<file path="config.mk">
export PLATFORM = sky130hd
export DESIGN_NAME = video_pattern_gen
export DESIGN_NICKNAME = d
export VERILOG_FILES = /design/src/rtl/video_pattern_gen.sv
export SDC_FILE = /design/constraint.sdc
export NUM_CORES = 1
export LEC_CHECK = 0
export ABC_AREA = 1
export CAP_MARGIN = 40
export CORE_ASPECT_RATIO = 1.5
export CORE_MARGIN = 1
export CORE_UTILIZATION = 40
export CTS_BUF_LIST = sky130_fd_sc_hd__clkbuf_8
export DETAILED_ROUTE_END_ITERATION = 16
export PLACE_DENSITY = 0.57
export SLEW_MARGIN = 20
export SYNTH_ARGS = -nofsm -noshare
export SYNTH_HDL_FRONTEND = slang
export SYNTH_SLANG_ARGS = --single-unit
</file>
<file path="constraint.sdc">
create_clock -name clk -period 4.1 [get_ports clk]
set_input_delay 0.82 -clock clk [delete_from_list [all_inputs] [get_ports clk]]
set_output_delay 0.82 -clock clk [all_outputs]
set_load 0.01 [all_outputs]
</file>
<file path="src/rtl/video_pattern_gen.sv">
// Parallel-video test source: programmable raster timing plus four selectable patterns.
// Outputs are registered one clock behind the hcnt/vcnt state that produces them.
module video_pattern_gen #(
  parameter int DATA_WIDTH = 8,
  parameter int H_ACTIVE   = 640,
  parameter int H_FP       = 16,
  parameter int H_SYNC     = 96,
  parameter int H_BP       = 48,
  parameter int V_ACTIVE   = 480,
  parameter int V_FP       = 10,
  parameter int V_SYNC     = 2,
  parameter int V_BP       = 33
) (
  input  logic                  clk,
  input  logic                  rst_n,
  input  logic                  en_i,
  input  logic [1:0]            pattern_i,
  output logic [DATA_WIDTH-1:0] do_o,
  output logic                  de_o,
  output logic                  hs_o,
  output logic                  vs_o,
  output logic                  sof_o,
  output logic [15:0]           frame_o
);

  localparam logic [15:0] H_TOTAL = 16'(H_SYNC + H_BP + H_ACTIVE + H_FP);
  localparam logic [15:0] V_TOTAL = 16'(V_SYNC + V_BP + V_ACTIVE + V_FP);
  localparam logic [15:0] H_SYN   = 16'(H_SYNC);
  localparam logic [15:0] V_SYN   = 16'(V_SYNC);
  localparam logic [15:0] H_ACT_S = 16'(H_SYNC + H_BP);
  localparam logic [15:0] H_ACT_E = 16'(H_SYNC + H_BP + H_ACTIVE);
  localparam logic [15:0] V_ACT_S = 16'(V_SYNC + V_BP);
  localparam logic [15:0] V_ACT_E = 16'(V_SYNC + V_BP + V_ACTIVE);

  typedef enum logic {IDLE, RUN} state_t;

  state_t      state_q, state_d;
  logic [15:0] hcnt, vcnt;
  logic [1:0]  pat_q;
  logic [7:0]  frm_q;
  logic        h_last, v_last, frame_end, frame_start;
  logic        h_act, v_act, de_c;
  logic [7:0]  x, y, p;

  assign h_last      = (hcnt == H_TOTAL - 16'd1);
  assign v_last      = (vcnt == V_TOTAL - 16'd1);
  assign frame_end   = (state_q == RUN) && h_last && v_last;
  assign frame_start = (hcnt == 16'd0) && (vcnt == 16'd0);

  always_comb begin
    state_d = state_q;
    case (state_q)
      IDLE:    if (en_i) state_d = RUN;
      RUN:     if (frame_end && !en_i) state_d = IDLE;
      default: state_d = IDLE;
    endcase
  end

  always_ff @(posedge clk or negedge rst_n) begin
    if (!rst_n) state_q <= IDLE;
    else        state_q <= state_d;
  end

  // Counters sit at 0 in IDLE so the first RUN cycle is already the frame origin.
  always_ff @(posedge clk or negedge rst_n) begin
    if (!rst_n) begin
      hcnt    <= '0;
      vcnt    <= '0;
      frame_o <= '0;
    end else if (state_q == RUN) begin
      if (h_last) begin
        hcnt <= '0;
        vcnt <= v_last ? 16'd0 : vcnt + 16'd1;
      end else begin
        hcnt <= hcnt + 16'd1;
      end
      if (frame_end) frame_o <= frame_o + 16'd1;
    end else begin
      hcnt <= '0;
      vcnt <= '0;
    end
  end

  // Pattern select and the diagonal's frame offset are frozen for a whole frame.
  always_ff @(posedge clk or negedge rst_n) begin
    if (!rst_n) begin
      pat_q <= '0;
      frm_q <= '0;
    end else if (frame_start) begin
      pat_q <= pattern_i;
      frm_q <= frame_o[7:0];
    end
  end

  assign h_act = (hcnt >= H_ACT_S) && (hcnt < H_ACT_E);
  assign v_act = (vcnt >= V_ACT_S) && (vcnt < V_ACT_E);
  assign de_c  = h_act && v_act;
  assign x     = 8'(hcnt - H_ACT_S);
  assign y     = 8'(vcnt - V_ACT_S);

  always_comb begin
    p = 8'h00;
    case (pat_q)
      2'd0: p = x;
      2'd1: p = y;
      2'd2: p = (x[3] ^ y[3]) ? 8'hFF : 8'h00;
      2'd3: p = x + y + frm_q;
      default: p = 8'h00;
    endcase
  end

  always_ff @(posedge clk or negedge rst_n) begin
    if (!rst_n) begin
      do_o  <= '0;
      de_o  <= 1'b0;
      hs_o  <= 1'b0;
      vs_o  <= 1'b0;
      sof_o <= 1'b0;
    end else if (state_q == RUN) begin
      do_o  <= de_c ? DATA_WIDTH'(p) : '0;
      de_o  <= de_c;
      hs_o  <= (hcnt < H_SYN);
      vs_o  <= (vcnt < V_SYN);
      sof_o <= frame_start;
    end else begin
      do_o  <= '0;
      de_o  <= 1'b0;
      hs_o  <= 1'b0;
      vs_o  <= 1'b0;
      sof_o <= 1'b0;
    end
  end

endmodule
</file>
==> results of run 1 <==
[Yosys cell counts, drive strengths merged]
master | count | area [um2]
a21boi | 1 | 7.510
a21oi | 15 | 75.07
a2bb2oi | 1 | 8.760
a31oi | 2 | 12.51
buf | 10 | 56.30
clkbuf | 1 | 5.000
dfrtp | 71 | 1777
fa | 8 | 160.2
ha | 16 | 200.2
inv | 97 | 364.1
mux2 | 2 | 22.52
nand2 | 117 | 456.7
nand3 | 42 | 225.2
nand3b | 2 | 15.01
nand4 | 14 | 87.58
nor2 | 57 | 244.0
nor3 | 18 | 127.6
nor3b | 1 | 7.510
nor4 | 8 | 50.05
o211ai | 1 | 7.510
o21ai | 46 | 230.2
o21bai | 1 | 7.510
o22ai | 13 | 81.33
or2 | 1 | 6.260
xnor2 | 5 | 43.79
xor2 | 24 | 210.2
[cell families after synthesis]
| kind of cell | after synthesis | synth area share (%) |
|---|---|---|
| xor gates and xnor gates | 29 | 5.658 |
| buffers and inverters | 108 | 9.476 |
| DFF | 71 | 39.58 |
| and+or+nand+nor | 260 | 27.17 |
| AOI/OAI and AO/OA | 80 | 9.588 |
| adders and majority gates | 24 | 8.027 |
| muxes | 2 | 0.5016 |
[cell type report]
class,count,area (um2),area share [%]
tap,147,183.9,3.558
sequential,71,1777,34.37
clock buffer,10,137.6,2.663
timing repair buffer,33,345.3,6.681
inverter,97,364.1,7.044
clock inverter,5,73.82,1.428
multi-input combinational,395,2287,44.25
[metrics by stage]
stage	cell area, um2	cells
final	5169	758
after global routing	5169	758
after CTS	5169	758
after detailed placement	4957	743
after global placement	4930	742
after floorplan	4489	574
[state kept, by name, indices dropped and copies added (netlist names)]
| register | cells |
|---|---|
| de_o | 1 |
| do_o | 8 |
| frame_o | 16 |
| frm_q | 8 |
| hcnt | 16 |
| hs_o | 1 |
| pat_q | 2 |
| sof_o | 1 |
| state_q | 1 |
| vcnt | 16 |
| vs_o | 1 |
[final timing paths]
| check | startpoint | slack (ns) | endpoint | depth (start not counted) |
|---|---|---|---|---|
| worst max-delay path | vcnt[0] | 0.78 | do_o[7] | 20 |
| worst min-delay path | rst_n | 0.35 | do_o[7] | 1 |
| worst max register to register | vcnt[0] | 0.78 | do_o[7] | 20 |
| worst min register to register | frm_q[3] | 0.50 | frm_q[3] | 2 |
| max in group asynchronous | rst_n | 3.19 | vcnt[15] | 2 |
| min in group clk | frm_q[3] | 0.50 | frm_q[3] | 2 |
[power groups by stage]
stage                     logic [uW]  registers, uW  clock network, uW
final                           35.3            702                614
after global routing            41.3            702                655
after CTS                       36.5            702                632
after detailed placement        36.4            716                  0
after global placement          33.4            716                  0
after floorplan                 11.6            716                  0
[metal layers]
metal	up-vias	wire (um)
li1	1919	-
met1	1881	4610
met2	91	6038
met3	23	385
met4	0	318
met5	-	0
==> results.ini, run 1 <==
[clock_network]
clockBufferDepth=2
clk_latency_ns=0.35
cts_buffers=9
clk_pin_slew_worst_paths_ns=0.08
clock_sinks=71
cts_hold_buf=0
root_buffer=clkbuf_8
htreeDepth=3
cts_resized=0
cts_tree=yes
cts_setup_buffers=0

[sta]
whs_ns=0.3460
clock_skew_ns=0.01274
setup_viol=0
finalCritPeriodShare_pct=80.95
slew_headroom_pct=45.67
drv_slew=0
post-route-min-period_ns=3.319
fmax_ghz=0.3013
tns_ns=0
worst_pin_slew_ns=0.8141
setup_ws_ns=0.7812
grt_setup_unrepaired=false
hold_viol_final=0

[power]
pwr-share-comb_pct=2.6
p_int_uw=1064
power_switching_share_pct=21.31
peakVddDrop_v=0.0001523
seqPwrFrac_pct=52.0
clkPwrFrac_pct=45.4
p_sw_uw=288.0
p_leak_uw=0.002426
p_per_area_mw_per_mm2=261.5
power_uw=1352

[logic_synthesis]
yosysSeqAreaShare_pct=39.58
netlist_area_mm2=0.004489
synthCells=574
syn_avg_cell_area_um2=7.821
synth_fp_nets=603
yosysUniqueCellTypes=36
synth.ff_latch_count=71
ys_warn_count=0

[flow_run]
maxCapViolations=0

[global_route]
antenna_found_initial=0
grt_busiest_layer=met2
grt_first_pass_wirelength_um=18730
grt_pass1_vias=3848
grt.total_usage_pct=21.00
grt_overflow=0
grt_util_met2_pct=37.95
grtUsageMet3_pct=3.882
grt_max_degree=51
grt_use_met1_pct=23.90

[route]
drt-total-wl_um=11350
first_iter_violations=174
dr.pass1.iters=5
postRouteAntennaNets=0
viasPerCell=5.164
drcViolationCount=0
wl_per_cell_um=14.98
vias=3914

[final_layout]
nFillCells=1117
drive_gt1_share_pct=7.365
syn2layout_area_growth_pct=15.13
mostFrequentLayoutCell=nand2_1
final_util_pct=47.00
fin_nets=636
mostFrequentLayoutCells=nand2_1 (112), inv_1 (95), dfrtp_1 (71)
num_antenna_cells=0

[placed_design]
io_buffers=32
place_ws_ns=0.8482
routabilityCongestion=0.8744
hpwl_um=8775

[critical_path]
cp_data_arrival_time_ns=3.60
startpoint_type=flip-flop
crit_chain=ha_1, inv_1, nand2_1, o21ai_0, xor2_1, inv_1, fa_1, inv_1, ha_1, nand2_1, inv_1, nand2_1, nand2_1, nor2_1, nand3_1, nand2_1, inv_1, nand2_1, nand3_1, a21oi_1
worstPathRequired_ns=4.38
cp-end-kind=flip-flop
crit_family=adder cells
critical_path_buf_inv_count=5
crit_top_cell=nand2_1
crit_fanout=7
path_class=flip-flop to flip-flop
cpPeakStageDelay_ns=0.48
cp_slowest_cell=fa_1

[hold_path]
min_path_type=primary input to async pin

[die]
die_height_um=131.8
ioPinCount=33
die_w_um=88.50
rows=47
initial_core_util_pct=40.82
dieArea_mm2=0.01166
core-area_mm2=0.01100

[status]
outcome=complete, no violations

Power figures use the tool's default switching activity.
==> run 2: changes to the inputs <==
- PLACE_DENSITY: 0.57 -> 0.59
- clock period: 4.1 -> 2.7 ns (I/O delays scaled with it)
==> run 2 against run 1 <==
  * The run now ends with negative setup slack left
  * First-iteration DRC count increased by 8.0%
  * Via count increased by 3.4%
  * Highest routed layer unchanged
  * Total power increased by 45%
  * Global-route usage increased by 1.6 points
  * Non-clock buffer count increased by 38
  * Critical path type unchanged
  * Combinational power increased by 56%
  * Worst hold slack got worse by 0.20 ns
  * Die area unchanged
  * Count of clock-buffer cells in the layout unchanged
  * Critical endpoint unchanged
==> results.ini, run 2 (same netlist as run 1, synthesis figures left out) <==
[clock_network]
cts_buffers=9
root_buffer=clkbuf_8
htreeDepth=3
cts_tree=yes
clk_latency_ns=0.36
clockBufferDepth=2
clock_sinks=71
clk_pin_slew_worst_paths_ns=0.08
cts_hold_buf=0

[sta]
setup_ws_ns=-0.05893
clock_skew_ns=0.01247
setup_viol=2
grt_setup_unrepaired=true
fmax_ghz=0.3625
drv_slew=0
hold_viol_final=0
slew_headroom_pct=65.72
tns_ns=-0.09167
worst_pin_slew_ns=0.5142
post-route-min-period_ns=2.759
finalCritPeriodShare_pct=102.2
whs_ns=0.1420

[critical_path]
r2r-start=vcnt[1]
path_class=flip-flop to flip-flop
crit_chain=ha_4, inv_2, nand2_2, buf_4, xor2_4, fa_1, inv_1, ha_4, nand2_1, nand2_1, nand2_2, nand2_1, nor2_1, nand3_1, nand2_2, inv_1, nand2_1, nand3_2, a21oi_2
cpPeakStageDelay_ns=0.49
critical_path_buf_inv_count=4
cp-end-kind=flip-flop
worstPathRequired_ns=2.99
startpoint_type=flip-flop
crit_family=adder cells
cp_slowest_cell=fa_1
crit_top_cell=nand2_1
worstSetupStartpoint=vcnt[1]
cp_data_arrival_time_ns=3.05
crit_fanout=4

[final_layout]
final_cells=795
num_antenna_cells=0
nFillCells=1116
design_area_mm2=0.005568
drive_gt1_share_pct=17.13
mostFrequentLayoutCells=nand2_1 (104), inv_1 (90), dfrtp_1 (70)
syn2layout_area_growth_pct=24.02
reg_top3=frame_o (16), hcnt (16), vcnt (16)
fin_nets=674
mostFrequentLayoutCell=nand2_1

[hold_path]
min_path_type=primary input to async pin

[route]
postRouteAntennaNets=0
vias=4048
drt-total-wl_um=11900
drcViolationCount=0
first_iter_violations=188
viasPerCell=5.092
wl_per_cell_um=14.97
dr.pass1.iters=5

[placed_design]
routabilityCongestion=0.8987
dp_cells=778
placement.cell_area_mm2=0.005220
io_buffers=32
hpwl_um=9367
place_ws_ns=-0.2567

[die]
die_height_um=131.8
core-area_mm2=0.01100
ioPinCount=33
dieArea_mm2=0.01166
die_w_um=88.50
rows=47
initial_core_util_pct=40.82

[global_route]
grt_pass1_vias=4207
grt.total_usage_pct=22.56
grt_first_pass_wirelength_um=19970
grt_overflow=0
grt_max_degree=39
antenna_found_initial=0

[flow_run]
maxCapViolations=0

[power]
p_leak_uw=0.002609
peakVddDrop_v=0.0002504
p_per_area_mw_per_mm2=352.1

[status]
violations=negative setup slack
outcome=finished with violations

## run 2: report_power, final
group	total, uW	leakage, uW	switching, uW	internal [uW]
logic	54.9	0.00156	38.1	16.8
clock network	839	0.0000940	400	438
registers	1070	0.000956	2.65	1060
total	1960	0.00261	441	1520
## run 2: layout make-up
cell class	count	area (um2)	share of cell area [%]
clock buffers	10	137.6	2.472
clock inverters	4	47.55	0.8539
inverters	97	364.1	6.539
multi-input cells	395	2442	43.87
flip-flops and latches	71	1778	31.93
well taps	147	183.9	3.303
repair buffers	71	614.3	11.03
## run 2: path summary, 6_finish.rpt
check,endpoint,slack (ns),cells past startpoint
worst min-delay path,do_o[4],0.14,1
min in group clk,hs_o,0.49,1
worst min register to register,hs_o,0.49,1
worst max register to register,do_o[7],-0.06,19
max in group asynchronous,vcnt[8],1.95,2
worst max-delay path,do_o[7],-0.06,19
## run 2: what timing repair did
action / 4_1_cts / 5_1_grt
buffers inserted: 2 / 1
setup endpoints to repair: 4 / 4
gates resized for setup: 18 / 12
pin swaps: 6 / 5
## run 2: worst register-to-register path, stage by stage, from the launching register on
cell     delay (ns)
dfrtp_1        0.43
ha_4           0.18
inv_2          0.05
nand2_2        0.06
buf_4          0.16
xor2_4         0.16
fa_1           0.49
inv_1          0.07
ha_4           0.25
nand2_1        0.06
nand2_1        0.08
nand2_2        0.09
nand2_1        0.05
nor2_1         0.08
nand3_1        0.08
nand2_2        0.09
inv_1          0.04
nand2_1        0.06
nand3_2        0.06
a21oi_2        0.14
## run 2: per-stage QoR
stage | util, % | power, uW
5_1_grt | 50.63 | 2040
3_3_place_gp | 47.47 | 1144
3_5_place_dp | 47.47 | 1144
4_1_cts | 50.06 | 1994
2_1_floorplan | - | 1104
6_report | 50.63 | 1960
## run 2: metal layers
metal | vias to the layer above | GRT usage [%] | routed length, um
met4 | 0 | 15.05 | 797
met2 | 102 | 38.08 | 6033
met1 | 1897 | 25.13 | 4652
met3 | 51 | 4.195 | 414
met5 | - | 0 | 0
li1 | 1998 | - | -
==> run 3: changes to the inputs <==
- SETUP_SLACK_MARGIN: unset -> 0.02
==> run 3 against run 2 <==
  * Sequential power barely moved
  * Largest cell class unchanged
  * Register-to-register slack got worse by 0.07 ns
  * Fmax fell by 2.4%
  * The flow still finishes with violations (negative setup slack)
  * Largest power group unchanged
  * Critical endpoint unchanged
  * Worst setup slack got worse by 0.068 ns
  * Cell count fell by 0.25%
  * Worst hold slack improved by 0.032 ns
==> results.ini, run 3 (same netlist as run 1, synthesis figures left out) <==
[status]
outcome=finished with violations
violations=negative setup slack

[final_layout]
nFillCells=1056
fin_nets=670
final_cells=793
num_antenna_cells=0
mostFrequentLayoutCells=nand2_1 (106), inv_1 (89), dfrtp_1 (69)
syn2layout_area_growth_pct=24.19
multi_input_area_mm2=0.002470
final_util_pct=50.70
reg_top3=frame_o (16), hcnt (16), vcnt (16)
drive_gt1_share_pct=17.80
mostFrequentLayoutCell=nand2_1
seq_area_mm2=0.001779

[sta]
fmax_ghz=0.3537
drv_slew=0
setup_viol=3
worst_pin_slew_ns=0.6235
post-route-min-period_ns=2.827
whs_ns=0.1737
slew_headroom_pct=58.43
hold_viol_final=0
tns_ns=-0.2331
grt_setup_unrepaired=true
finalCritPeriodShare_pct=104.7
clock_skew_ns=0.01500
setup_ws_ns=-0.1272

[route]
dr.pass1.iters=4
viasPerCell=5.098
vias=4043
drcViolationCount=0
wl_per_cell_um=14.88
drt-total-wl_um=11800
postRouteAntennaNets=0
first_iter_violations=252

[clock_network]
cts_hold_buf=0
cts_buffers=9
cts_tree=yes
clockBufferDepth=2
clk_pin_slew_worst_paths_ns=0.08
clk_latency_ns=0.37
root_buffer=clkbuf_8
clock_sinks=71
htreeDepth=3

[power]
p_leak_uw=0.002603
peakVddDrop_v=0.0002297
p_sw_uw=484.2
power_uw=1899
clkPwrFrac_pct=41.0
p_per_area_mw_per_mm2=340.5
seqPwrFrac_pct=56.2
p_int_uw=1414
pwr-share-comb_pct=2.8
power_switching_share_pct=25.50

[global_route]
grt_overflow=0
grt_first_pass_wirelength_um=19780
antenna_found_initial=0
grt_max_degree=46
grt_pass1_vias=4175
grt.total_usage_pct=22.11

[die]
die_height_um=131.8
initial_core_util_pct=40.82
core-area_mm2=0.01100
rows=47
ioPinCount=33
dieArea_mm2=0.01166
die_w_um=88.50

[placed_design]
hpwl_um=8743
io_buffers=32
dp_cells=770
routabilityCongestion=0.9152

[critical_path]
crit_top_cell=nand2_1
cpPeakStageDelay_ns=0.48
worstPathRequired_ns=2.99
critical_path_buf_inv_count=4
r2r_slack_ns=-0.13
path_class=flip-flop to flip-flop
cp-end-kind=flip-flop
crit_family=adder cells
crit_fanout=4
cp_data_arrival_time_ns=3.12
crit_chain=ha_4, inv_2, nand2_2, buf_4, xor2_2, fa_1, inv_1, ha_4, nand2_1, nand2_1, nand2_2, nand2_1, nor2_1, nand3_1, nand2_1, inv_1, nand2_1, nand3_1, a21oi_1
startpoint_type=flip-flop
cp_slowest_cell=fa_1

[flow_run]
maxCapViolations=0

[hold_path]
min_path_type=primary input to async pin

run 3: final timing paths:
path | start | endpoint | cells after the start
min in group clk | frm_q[2] | frm_q[2] | 2
worst min-delay path | rst_n | hcnt[0] | 1
worst max register to register | vcnt[0] | do_o[7] | 19
max in group asynchronous | rst_n | vcnt[10] | 2
worst min register to register | frm_q[2] | frm_q[2] | 2
worst max-delay path | vcnt[0] | do_o[7] | 19
run 3: area by class of cell:
type	count	area share, %
multi-input combinational	395	44.30
inverter	97	6.531
tap	147	3.299
sequential	71	31.91
clock inverter	7	0.8752
timing repair buffer	67	10.86
clock buffer	9	2.222
run 3: stage by stage:
stage                     cell area [um2]  setup slack (ns)
after CTS                            5434          -0.04594
final                                5575           -0.1272
after global placement               5170          -0.03725
after floorplan                      4509           0.02152
after global routing                 5575           -0.3429
after detailed placement             5170           -0.1177
run 3: worst reg2reg max path: cells and delay by family, from the launching register on:
family / cells / cell delay (ns)
xor+xnor: 1 / 0.15
buf+inv: 4 / 0.32
fa+ha+maj: 3 / 0.92
compound gates: 1 / 0.14
flops: 1 / 0.45
simple gates: 10 / 0.78
run 3: metal layers:
metal	vias up	share of wire [%]	track usage (%)
li1	1983	-	-
met1	1949	41	25.77
met2	80	52	36.24
met3	31	2.8	4.070
met4	0	4.6	14.61
met5	-	0	0
run 3: power groups by stage:
stage	Clock, uW	Sequential [uW]	Combinational, uW
final	778	1070	54.1
after global routing	860	1070	64.1
after CTS	807	1070	55.8
after detailed placement	0	1090	55.3
after global placement	0	1090	54.8
after floorplan	0	1090	17.6
run 3: repair_timing:
item                                    in CTS  in global routing
endpoints found under the setup margin       3                  5
resized for setup                           16                 26
endpoints found under the hold margin        0                  0
buffers inserted                             3                  4
pin swaps                                    7                 15
